==> config.mk <==
export PLATFORM = sky130hd
export DESIGN_NAME = miriscv_div_seq
export DESIGN_NICKNAME = d
export VERILOG_FILES = /design/src/rtl/miriscv_div_seq.sv
export SDC_FILE = /design/constraint.sdc
export NUM_CORES = 1
export LEC_CHECK = 0
export CELL_PAD_IN_SITES_DETAIL_PLACEMENT = 1
export CELL_PAD_IN_SITES_GLOBAL_PLACEMENT = 1
export CORE_ASPECT_RATIO = 1.5
export CORE_MARGIN = 5
export CORE_UTILIZATION = 44
export DETAILED_ROUTE_END_ITERATION = 8
export PLACE_DENSITY_LB_ADDON = 0.05
export RECOVER_POWER = 25
export SKIP_LAST_GASP = 1
export SYNTH_ARGS = -nofsm -noshare
export SYNTH_HDL_FRONTEND = slang
export SYNTH_SLANG_ARGS = --single-unit
==> constraint.sdc <==
create_clock -name clk_i -period 4.8 [get_ports clk_i]
set_clock_uncertainty 0.15 [all_clocks]
set_input_delay 1.44 -clock clk_i [delete_from_list [all_inputs] [get_ports clk_i]]
set_output_delay 1.44 -clock clk_i [all_outputs]
set_load 0.01 [all_outputs]
==> src/rtl/miriscv_div_seq.sv <==
// ---------------------------------------------------------------------------------------------
// miriscv_div_seq: sequential radix-2 restoring divider for the MIRISCV multiply/divide unit.
//
// Produces quotient and remainder for DIV/DIVU/REM/REMU with RISC-V M-extension semantics,
// including divide-by-zero and signed overflow. One quotient bit is resolved per clock;
// the pipeline is held through div_stall_req_o while the division iterates.
//
// Ports:
//   clk_i            clock, rising edge
//   arstn_i          asynchronous active-low reset
//   div_start_i      division requested for the instruction in execute
//   port_a_i         dividend
//   port_b_i         divisor
//   mdu_op_i         operation (MDU_DIV / MDU_DIVU / MDU_REM / MDU_REMU)
//   zero_i           divisor-is-zero flag, valid one cycle after the operands
//   kill_i           abort the current operation (flush)
//   keep_i           hold the finished result while the pipeline is stalled elsewhere
//   div_result_o     quotient
//   rem_result_o     remainder
//   div_stall_req_o  stall request, high while the division is in progress
// ---------------------------------------------------------------------------------------------

package miriscv_pkg;
    parameter int XLEN = 32;
endpackage

package miriscv_mdu_pkg;
    parameter int MDU_OP_W = 3;
    parameter logic [MDU_OP_W-1:0] MDU_DIV  = 3'd4;
    parameter logic [MDU_OP_W-1:0] MDU_DIVU = 3'd5;
    parameter logic [MDU_OP_W-1:0] MDU_REM  = 3'd6;
    parameter logic [MDU_OP_W-1:0] MDU_REMU = 3'd7;
endpackage

module miriscv_div_seq
    import miriscv_pkg::*;
    import miriscv_mdu_pkg::*;
(
    input  logic                clk_i,
    input  logic                arstn_i,
    input  logic                div_start_i,
    input  logic [XLEN-1:0]     port_a_i,
    input  logic [XLEN-1:0]     port_b_i,
    input  logic [MDU_OP_W-1:0] mdu_op_i,
    input  logic                zero_i,
    input  logic                kill_i,
    input  logic                keep_i,
    output logic [XLEN-1:0]     div_result_o,
    output logic [XLEN-1:0]     rem_result_o,
    output logic                div_stall_req_o
);

    localparam int unsigned CntW = $clog2(XLEN + 1);

    typedef enum logic [1:0] {
        StIdle,
        StCalc,
        StDone
    } state_e;

    state_e            state_q, state_d;
    logic [CntW-1:0]   cnt_q, cnt_d;
    logic              first_q, first_d;    // first CALC cycle: zero_i is valid here
    logic [XLEN-1:0]   quo_q, quo_d;        // dividend magnitude shifting out, quotient in
    logic [XLEN-1:0]   part_rem_q, part_rem_d;
    logic [XLEN-1:0]   divisor_q, divisor_d;
    logic [XLEN-1:0]   a_orig_q, a_orig_d;
    logic              sign_a_q, sign_a_d;
    logic              sign_b_q, sign_b_d;
    logic              signed_q, signed_d;
    logic [XLEN-1:0]   div_res_q, div_res_d;
    logic [XLEN-1:0]   rem_res_q, rem_res_d;

    logic              is_signed;
    logic              a_neg;
    logic              b_neg;
    logic [XLEN:0]     rem_sh;
    logic              trial_ge;
    logic [XLEN-1:0]   trial_sub;
    logic [XLEN-1:0]   rem_nxt;
    logic [XLEN-1:0]   quo_nxt;
    logic              neg_quo;
    logic              neg_rem;

    assign is_signed = (mdu_op_i == MDU_DIV) || (mdu_op_i == MDU_REM);
    assign a_neg     = is_signed & port_a_i[XLEN-1];
    assign b_neg     = is_signed & port_b_i[XLEN-1];

    // One restoring step. The shifted partial remainder can exceed XLEN bits, so the trial
    // compare uses XLEN+1 bits; when it succeeds the difference always fits in XLEN bits.
    assign rem_sh    = {part_rem_q, quo_q[XLEN-1]};
    assign trial_ge  = rem_sh >= {1'b0, divisor_q};
    assign trial_sub = rem_sh[XLEN-1:0] - divisor_q;
    assign rem_nxt   = trial_ge ? trial_sub : rem_sh[XLEN-1:0];
    assign quo_nxt   = {quo_q[XLEN-2:0], trial_ge};

    assign neg_quo   = signed_q & (sign_a_q ^ sign_b_q);
    assign neg_rem   = signed_q & sign_a_q;

    always_comb begin
        state_d         = state_q;
        cnt_d           = cnt_q;
        first_d         = first_q;
        quo_d           = quo_q;
        part_rem_d      = part_rem_q;
        divisor_d       = divisor_q;
        a_orig_d        = a_orig_q;
        sign_a_d        = sign_a_q;
        sign_b_d        = sign_b_q;
        signed_d        = signed_q;
        div_res_d       = div_res_q;
        rem_res_d       = rem_res_q;
        div_stall_req_o = 1'b0;

        unique case (state_q)
            StIdle: begin
                div_stall_req_o = div_start_i;
                if (div_start_i) begin
                    state_d    = StCalc;
                    quo_d      = a_neg ? (~port_a_i + 1'b1) : port_a_i;
                    divisor_d  = b_neg ? (~port_b_i + 1'b1) : port_b_i;
                    a_orig_d   = port_a_i;
                    sign_a_d   = a_neg;
                    sign_b_d   = b_neg;
                    signed_d   = is_signed;
                    part_rem_d = '0;
                    cnt_d      = CntW'(XLEN);
                    first_d    = 1'b1;
                end
            end

            StCalc: begin
                div_stall_req_o = 1'b1;
                first_d         = 1'b0;
                if (first_q && zero_i) begin
                    // Division by zero: same result for signed and unsigned ops.
                    state_d   = StDone;
                    cnt_d     = '0;
                    div_res_d = '1;
                    rem_res_d = a_orig_q;
                end else begin
                    part_rem_d = rem_nxt;
                    quo_d      = quo_nxt;
                    cnt_d      = cnt_q - 1'b1;
                    if (cnt_q == CntW'(1)) begin
                        // Overflow (MIN / -1) falls out naturally: |MIN| negates to MIN.
                        state_d   = StDone;
                        div_res_d = neg_quo ? (~quo_nxt + 1'b1) : quo_nxt;
                        rem_res_d = neg_rem ? (~rem_nxt + 1'b1) : rem_nxt;
                    end
                end
            end

            StDone: begin
                if (!keep_i) begin
                    state_d = StIdle;
                end
            end

            default: begin
                state_d = StIdle;
            end
        endcase

        // Flush wins over everything; finished results stay visible.
        if (kill_i) begin
            state_d         = StIdle;
            cnt_d           = '0;
            first_d         = 1'b0;
            div_res_d       = div_res_q;
            rem_res_d       = rem_res_q;
            div_stall_req_o = 1'b0;
        end
    end

    always_ff @(posedge clk_i or negedge arstn_i) begin
        if (!arstn_i) begin
            state_q    <= StIdle;
            cnt_q      <= '0;
            first_q    <= 1'b0;
            quo_q      <= '0;
            part_rem_q <= '0;
            divisor_q  <= '0;
            a_orig_q   <= '0;
            sign_a_q   <= 1'b0;
            sign_b_q   <= 1'b0;
            signed_q   <= 1'b0;
            div_res_q  <= '0;
            rem_res_q  <= '0;
        end else begin
            state_q    <= state_d;
            cnt_q      <= cnt_d;
            first_q    <= first_d;
            quo_q      <= quo_d;
            part_rem_q <= part_rem_d;
            divisor_q  <= divisor_d;
            a_orig_q   <= a_orig_d;
            sign_a_q   <= sign_a_d;
            sign_b_q   <= sign_b_d;
            signed_q   <= signed_d;
            div_res_q  <= div_res_d;
            rem_res_q  <= rem_res_d;
        end
    end

    assign div_result_o = div_res_q;
    assign rem_result_o = rem_res_q;

endmodule

## Word level (Yosys, flattened, before mapping)

Index checks and enable logic that the tools add are counted.

| storage, ports and cells | value |
|---|---|
| register bits | 204 |
| logic and storage cells | 80 |
| bits of input ports | 73 |

| cells by class | value |
|---|---|
| add/sub/neg operators | 6 |
| equality and inequality tests | 10 |
| bitwise operators | 10 |
| mux-type cells | 30 |
| order comparisons | 1 |
| reductions and logical operators | 11 |

Operator list:

| kind | number |
|---|---|
| $mux W32 | 13 |
| $add A32 B1 Y32 const B | 4 |
| $not A32 Y32 | 4 |
| $pmux W32 S2 | 2 |
| $ge A33 B32 Y1 | 1 |
| $sub A32 B32 Y32 | 1 |
| $mux W6 | 3 |
| $pmux W6 S2 | 1 |
| $mux W2 | 5 |
| $reduce_and A3 Y1 | 3 |
| $eq A3 B3 Y1 const B | 2 |
| $eq A6 B1 Y1 const B | 1 |
| $ne A3 B3 Y1 const B | 2 |
| $pmux W2 S3 | 1 |
| $sub A6 B1 Y6 const B | 1 |
| $and A1 B1 Y1 | 4 |
| $ne A2 B2 Y1 const B | 2 |
| $ne A4 B4 Y1 const B | 1 |
| $pmux W1 S2 | 2 |
| $reduce_and A2 Y1 | 2 |
| $reduce_bool A2 Y1 | 2 |
| $mux W1 | 3 |
| $reduce_bool A3 Y1 | 1 |
| $eq A2 B1 Y1 const B | 1 |
| other kinds (6) | 6 |

## Longest topological paths before layout

Gate-level depths: netlist (run 1).

| depth | value |
|---|---|
| depth after elaboration | 7 |
| gate-level depth with buffers | 23 |

## Worst setup path before layout (run 1)

OpenSTA, ideal clock, no wires.

| timing | value |
|---|---|
| kind | flip-flop to flip-flop |
| start point | register part_rem_q[18] |
| end point | register rem_res_q[30] (netlist: rem_result_o[30]) |
| clock period less this slack | 4,220 ps |
| path slack | 580 ps |
| data required time | 4,514 ps |
| cell stages (with the launch flop) | 22 |
| arrival time | 3,935 ps |
| cells stage by stage | dfrtp_1 ha_1 buf_2 nand2_1 o21ba_2 o21ai_0 nand3b_1 o21a_1 buf_6 buf_4 buf_2 a21oi_1 inv_1 ha_1 nand2_1 nor4_1 and4b_1 a21oi_1 nor3b_1 a21oi_1 xor2_1 o22ai_1 |

| between the ends | value |
|---|---|
| longest elaborated chain between the ends | 7 |
| elaborated cells between the ends (all ways) | 8 |
| classes of those cells | add/sub (2); order compare (1); mux (4); bitwise (1) |

RTL lines:

| item | RTL line | RTL |
|---|---|---|
| start, declared | 65 | `logic [XLEN-1:0] part_rem_q, part_rem_d;` |
| start signal, assigned | 195 | `part_rem_q <= part_rem_d;` |
| $sub A32 B32 Y32 or $ge A33 B32 Y1 (tied branches) | 93, 92 |  |
| $mux W32 * | 94 | `assign rem_nxt = trial_ge ? trial_sub : rem_sh[XLEN-1:0];` |
| $not A32 Y32 | 149 | `rem_res_d = neg_rem ? (~rem_nxt + 1'b1) : rem_nxt;` |
| $add A32 B1 Y32 | 149 |  |
| $mux W32 * | 149 |  |
| $mux W32 * | 145 | `if (cnt_q == CntW'(1)) begin` |
| $mux W32 * | 135 | `if (first_q && zero_i) begin` |
| end signal, assigned | 202 | `rem_res_q <= rem_res_d;` |
| end, declared | 72 | `logic [XLEN-1:0] rem_res_q, rem_res_d;` |

Every way passes the cells marked *; elsewhere a longest branch is shown, timed or not. The select of a mux whose other input is x is not followed.
A chain may end at the register's enable or synchronous reset.

## Worst setup path after layout (run 1)

| timing | value |
|---|---|
| start point | input div_start_i |
| end point | output div_stall_req_o |

| between the ends | value |
|---|---|
| longest elaborated chain between the ends | 2 |

RTL lines:

| item | RTL line | RTL |
|---|---|---|
| start, declared | 41 | `input logic div_start_i,` |
| $pmux W1 S2 | 115 | `unique case (state_q)` |
| $mux W1 | 166 | `if (kill_i) begin` |
| end, declared | 50 | `output logic div_stall_req_o` |

No other way between the ends.

==> out/metrics.yaml, run 1 <==
outcome:
  status: "complete, but fails checks"
  violations: "capacitance limit, slew limit"
synth:
  synthFlopType: "dfrtp_1"
  postSynthAreaPerCell_um2: 7.94
  yosysWarnings: 0
  synth_seq_cells: 204
  synth_common_cells: "297 x nand2_1, 204 x dfrtp_1, 189 x o21ai_0, 165 x a21oi_1, 160 x nor2_1"
  yosysUniqueCellTypes: 90
  syn-num-nets: 1859
  synthMostInstantiatedCell: "nand2_1"
  synth_area_leader_cell: "dfrtp_1"
  synth_top_area_share_pct: 36.8
  synth_area_leaders: "dfrtp_1 37%, nand2_1 8.0%, o21ai_0 6.8%, a21oi_1 6.0%, xor2_1 4.4%"
  async_flop_share_pct: 100
  synth_cells: 1747
  syn_area_um2: 13900
  ys_seq_area_share_pct: 36.8
  synth_edf_count: 0
drt:
  drc: 0
  vias: 13131
  drt_pass1_iterations: 4
  detail-route-antenna-nets: 0
  drtIter0Drc: 488
  wl_per_cell_um: 19.9
  routed_via_density: 5.70
  routed_wirelength_mm: 45.9
critical_path:
  start_kind: "primary input"
  crit_fanout: 4
  worst_ep_required_time_ns: 3.21
  critPathSlowestCell: "clkdlybuf4s50_1"
  critPathMaxStageDelay_ns: 0.62
  crit_family: "buffers and inverters"
  path_common_cell: "clkdlybuf4s50_1"
  arrival_ns: 2.97
  crit_type: "in2out"
  cp_num_buf_inv: 2
  cp-end-kind: "primary output"
  crit_chain: "clkdlybuf4s50_1, nor2_1, nor3_1, clkdlybuf4s50_1"
timing:
  setup_viol: 0
  hold_violations: 0
  min_period_ns: 4.56
  fmax_mhz: 219
  relSlewSlack_pct: -123
  tightestPinTransition_ns: 3.34
  slew_violations: 60
  fin_crit_sh_pct: 95.0
  rsz0062_at_grt: "true"
  holdWs_ns: 0.324
worst_hold_path:
  hp-class: "reg2reg"
clock_tree:
  clockBufferDepth: 3
  cts_tree: "yes"
  htree_levels: 1
  clk_latency_ns: 0.52
  cts.clk_slew.worst_paths_ns: 0.05
  cts_hold_buffers: 0
  root_buffer: "clkbuf_16"
  clock_sinks: 204
  cts_buffers: 23
layout:
  antenna_cells: 0
  fillers: 3880
  area_delta_synth_final_pct: 20.3
  post_route_cells_drive_above_1_share_pct: 8.84
  layout.nets: 1996
floorplanning:
  fp.coreArea_um2: 31100
  rows: 79
  initial_core_util_pct: 44.5
  die_y_um: 227
  die_area_um2: 35200
  die_w_um: 155
  ios: 138
global_routing:
  grt_pass1_vias: 13944
  antenna_found_initial: 0
  grt_max_degree: 95
  grt-ovfl-total: 0
  grtUsageTotal_pct: 25.8
  grt_pass1_wl_mm: 73.5
power_and_ir_drop:
  cellLeakagePower_nw: 7.05
  peakVddDrop_mv: 0.233
  power_density_nw_per_um2: 438
  finalPower_mw: 7.30
placement:
  io_buffers: 136
  dpl.hpwl_mm: 35.9
  place_congestion: 0.898
job:
  cap_violations: 1
-- repair_timing --
action | 4_1_cts | 5_1_grt
setup buffers | 0 | 1
resized for setup | 0 | 10
endpoints found under the setup margin | 0 | 7
-- tightest hold or removal path, cell delays in order (launching register included) --
cell     delay [ns]
dfrtp_1        0.34
nand2_1        0.04
o21ai_0        0.06
-- logic make-up after synthesis --
| kind of cell | Yosys count | synth area share (%) |
|---|---|---|
| AOI/OAI and AO/OA | 507 | 21.8 |
| DFF | 204 | 36.8 |
| xor gates and xnor gates | 138 | 8.71 |
| muxes | 19 | 1.38 |
| adders and majority gates | 39 | 3.57 |
| and+or+nand+nor | 684 | 23.1 |
| buffers and inverters | 156 | 4.57 |
-- per-layer routing --
metal  vias to the layer above  wire length (um)  GRT usage (%)
li1                       6398                 -              -
met1                      6430             17100           27.6
met2                       225             25400           51.6
met3                        78              1460           2.03
met4                         0              1840           10.3
met5                         -                 0              0
-- path summary, 6_finish.rpt --
check	depth (start not counted)	end	slack (ns)	from
setup reg to reg	21	rem_result_o[30]	0.25	part_rem_q[9]
hold / removal	2	divisor_q[22]	0.32	divisor_q[22]
max in group asynchronous	2	divisor_q[29]	0.69	arstn_i
hold reg to reg	2	divisor_q[22]	0.32	divisor_q[22]
min in group asynchronous	1	div_result_o[13]	1.88	arstn_i
setup / recovery	4	div_stall_req_o	0.24	div_start_i
-- where the power goes --
group          total [mW]  internal [mW]  switching, mW
clock                1.81           1.04          0.775
combinational        2.86           1.28           1.58
sequential           2.63           2.21          0.422
total                7.30           4.53           2.77
-- sequential cells by signal (all words and copies together) (netlist names) --
| register | flops |
|---|---|
| signed_q | 1 |
| part_rem_q | 32 |
| sign_a_q | 1 |
| state_q | 2 |
| a_orig_q | 32 |
| sign_b_q | 1 |
| quo_q | 32 |
| rem_result_o | 32 |
| divisor_q | 32 |
| first_q | 1 |
| div_result_o | 32 |
| cnt_q | 6 |
-- layout make-up --
class                      instances  area (um2)  area share, %
sequential                       204        5100           30.6
inverter                          62         233           1.39
multi-input combinational       1387        8200           49.1
clock buffer                      27         621           3.72
tap                              405         507           3.04
clock inverter                    14         136          0.817
timing repair buffer             206        1880           11.3
-- through the flow --
stage | setup TNS [ns] | instances | setup slack [ns] | util [%] | instance area, um2
2_1_floorplan | 0 | 1747 | 0.580 | - | 13900
6_report | 0 | 2305 | 0.240 | 53.6 | 16700
5_1_grt | -0.0851 | 2305 | -0.0452 | 53.6 | 16700
4_1_cts | 0 | 2304 | 0.0871 | 53.5 | 16700
3_3_place_gp | 0 | 2263 | 0.0114 | 51.1 | 15900
3_5_place_dp | -0.0577 | 2263 | -0.0512 | 51.1 | 15900
-- placed cells by master (no fill, tap or decap), types with 6 or more instances in the layout --
cell             count
a211oi_1            10
a21o_1               9
a21oi_1            164
a21oi_2              7
a22o_1               7
a31oi_1             20
and2_1              13
and3_1              14
buf_4               69
clkbuf_16           23
clkdlybuf4s50_1    135
clkinv_2             7
dfrtp_1            204
ha_1                34
inv_1               61
mux2i_1             18
nand2_1            297
nand2b_1             6
nand3_1             27
nand4_1             12
nor2_1             158
nor3_1              45
nor3b_1             10
nor4_1              20
o211ai_1            14
o21a_1               7
o21ai_0            186
o21ai_1              8
o22ai_1              6
o31ai_1             12
or2_2                6
or3_1               22
or4_1                7
xnor2_1             68
xor2_1              70
(Power assumes the default switching activity.)
==> run 2, diff against run 1 <==
--- a/config.mk
+++ b/config.mk
@@ -9,7 +9,7 @@
 export CELL_PAD_IN_SITES_GLOBAL_PLACEMENT = 1
 export CORE_ASPECT_RATIO = 1.5
 export CORE_MARGIN = 5
-export CORE_UTILIZATION = 44
+export CORE_UTILIZATION = 40
 export DETAILED_ROUTE_END_ITERATION = 8
 export PLACE_DENSITY_LB_ADDON = 0.05
 export RECOVER_POWER = 25
==> run 2 against run 1 <==
- die area grew 9.4%
- global-route usage shrank 2.5 points
- critical path type unchanged
- combinational power is essentially flat
- the run still ends with capacitance limit, slew limit left
==> out/metrics.yaml, run 2 (same netlist as run 1, synthesis figures left out) <==
outcome:
  status: "complete, but fails checks"
  violations: "capacitance limit, slew limit"
timing:
  min_period_ns: 4.51  # -0.0465 ns
  hold_violations: 0  # unchanged
  setup_viol: 0  # unchanged
  rsz0062_at_grt: "false"
  finalSetupTns_ns: 0  # unchanged
  tightestPinTransition_ns: 2.04  # -1.30 ns
  fmax_mhz: 222  # +1.0%
  fin_crit_sh_pct: 94.0  # -0.97 points
  slew_violations: 135  # +130%
  relSlewSlack_pct: -35.9  # +87 points
  worst_slack_ns: 0.287  # +0.0465 ns
global_routing:
  antenna_found_initial: 0  # unchanged
  grtUsageTotal_pct: 23.3  # -2.5 points
  grt_max_degree: 75  # -21%
  grt_pass1_wl_mm: 73.3  # -0.34%
  grt-ovfl-total: 0  # unchanged
  grt_pass1_vias: 13774  # -1.2%
clock_tree:
  cts_hold_buffers: 0  # unchanged
  clock_sinks: 204  # unchanged
  cts.clk_slew.worst_paths_ns: 0.05  # about the same
  cts_tree: "yes"
  htree_levels: 1  # unchanged
  root_buffer: "clkbuf_16"
  clk_latency_ns: 0.54  # +0.02 ns
  cts_buffers: 23  # unchanged
  clockBufferDepth: 3  # unchanged
layout:
  layout.nets: 1993  # -0.15%
  register_area_um2: 5100  # unchanged
  final_cell_mix: "297 x nand2_1, 204 x dfrtp_1, 187 x o21ai_0, 165 x a21oi_1, 156 x nor2_1"
  post_route_cells_drive_above_1_share_pct: 8.91  # +0.067 points
  final_common_cell: "nand2_1"
  fillers: 4206  # +8.4%
  finalInstanceArea_um2: 16800  # +0.48%
  multi_input_area_um2: 8230  # +0.43%
  antenna_cells: 0  # unchanged
  area_delta_synth_final_pct: 20.9
critical_path:
  arrival_ns: 2.92  # -0.05 ns
  crit_type: "in2out"
  path_common_cell: "clkdlybuf4s50_1"
  crit_start: "div_start_i"
  critPathSlowestCell: "clkdlybuf4s50_1"
  cp-end-kind: "primary output"
  reg2reg_depth: 16  # -24%
  crit_chain: "clkdlybuf4s50_1, nor2_1, nor3_1, clkdlybuf4s50_1"
  crit_family: "buffers and inverters"
  rr_endpoint: "rem_result_o[28]"
  crit_cells: 4  # unchanged
  worst_ep_required_time_ns: 3.21  # about the same
  cp_num_buf_inv: 2  # unchanged
  crit_fanout: 4  # unchanged
  r2r_setup_slack_ns: 0.33  # +0.08 ns
  critPathMaxStageDelay_ns: 0.62  # about the same
  start_kind: "primary input"
  cp-endpoint: "div_stall_req_o"
  reg2reg_from: "quo_q[31]"
placement:
  post_dp_cell_area_um2: 16000  # +0.33%
  dpl.hpwl_mm: 35.2  # -1.8%
  pre_cts_slack_ns: 0.0513  # +0.103 ns
  place_congestion: 0.874  # -2.7%
  io_buffers: 136  # unchanged
floorplanning:
  die_w_um: 162  # +4.6%
  ios: 138  # unchanged
  die_area_um2: 38600  # +9.4%
  fp.coreArea_um2: 34300  # +10%
  die_y_um: 238  # +4.7%
  initial_core_util_pct: 40.5  # -4.1 points
  rows: 83  # +5.1%
drt:
  routed_wirelength_mm: 45.0  # -1.9%
  drt_pass1_iterations: 4  # unchanged
  drtIter0Drc: 510  # +4.5%
  routed_via_density: 5.59  # -1.8%
  detail-route-antenna-nets: 0  # unchanged
  wl_per_cell_um: 19.4  # -2.6%
  vias: 12990  # -1.1%
  drc: 0  # unchanged
power_and_ir_drop:
  peakVddDrop_mv: 0.204  # -12%
  cellLeakagePower_nw: 7.04  # -0.20%
  power_density_nw_per_um2: 436  # -0.35%
worst_hold_path:
  hp-class: "reg2reg"
  min_from: "divisor_q[19]"
job:
  cap_violations: 2  # +1
-- run 2: cell count changes in the layout (fill, tap and decap cells not counted), moves of 2 or more --
cell / previous run / this run
buf_12: 0 / 4
clkbuf_1: 2 / 4
clkinv_2: 7 / 5
clkbuf_2: 0 / 2
ha_1: 34 / 28
buf_4: 69 / 62
nor2_1: 158 / 156
nor2_2: 1 / 3
ha_4: 0 / 2
ha_2: 4 / 8
-- run 2: worst min path at each step --
stage | slack [ns] | endpoint | depth (start not counted)
6_report | 0.32 | divisor_q[19] | 2
5_1_grt | 0.35 | rem_result_o[2] | 2
4_1_cts | 0.33 | a_orig_q[16] | 2
3_5_place_dp | 0.31 | a_orig_q[15] | 2
3_3_place_gp | 0.31 | a_orig_q[26] | 2
2_1_floorplan | 0.29 | a_orig_q[15] | 2
-- run 2: area by class of cell --
type                            count  share of cell area, %
Clock buffer                       31                   3.85
Clock inverter                     10                  0.649
Inverter                           62                   1.39
Multi-Input combinational cell   1387                   49.1
Sequential cell                   204                   30.5
Tap cell                          425                   3.17
Timing Repair Buffer              203                   11.4
-- run 2: metrics by stage --
stage                     std cells  total power, mW  hold WS [ns]  utilization (%)
after floorplan                1747             4.18         0.287                -
after global placement         2280             5.44         0.306             46.6
after detailed placement       2280             5.53         0.307             46.6
after CTS                      2321             7.38         0.331             48.8
after global routing           2322             7.83         0.347             48.9
final                          2322             7.31         0.324             48.9
-- run 2: what timing repair did --
item,4_1_cts,5_1_grt
setup buffers,0,1
resized for setup,0,18
endpoints found under the setup margin,0,9
-- run 2: worst register-to-register path, delay by kind of cell, from the launching register on --
family	cells	cell delay, ns
simple gates	3	0.93
flops	1	0.44
fa+ha+maj	2	0.63
xor+xnor	2	0.45
compound gates	6	1.40
buf+inv	3	0.39
-- run 2: layer usage --
metal	up-vias	share of wire (%)	track usage, %
li1	6396	-	-
met1	6337	39	26.3
met2	198	55	45.8
met3	59	2.7	2.19
met4	0	2.8	7.05
met5	-	0	0
-- run 2: report_power, final --
part | switching, mW | leakage, nW | internal (mW)
Combinational | 1.57 | 4.10 | 1.31
Sequential | 0.410 | 2.57 | 2.21
Clock | 0.760 | 0.370 | 1.05
Total | 2.74 | 7.04 | 4.57
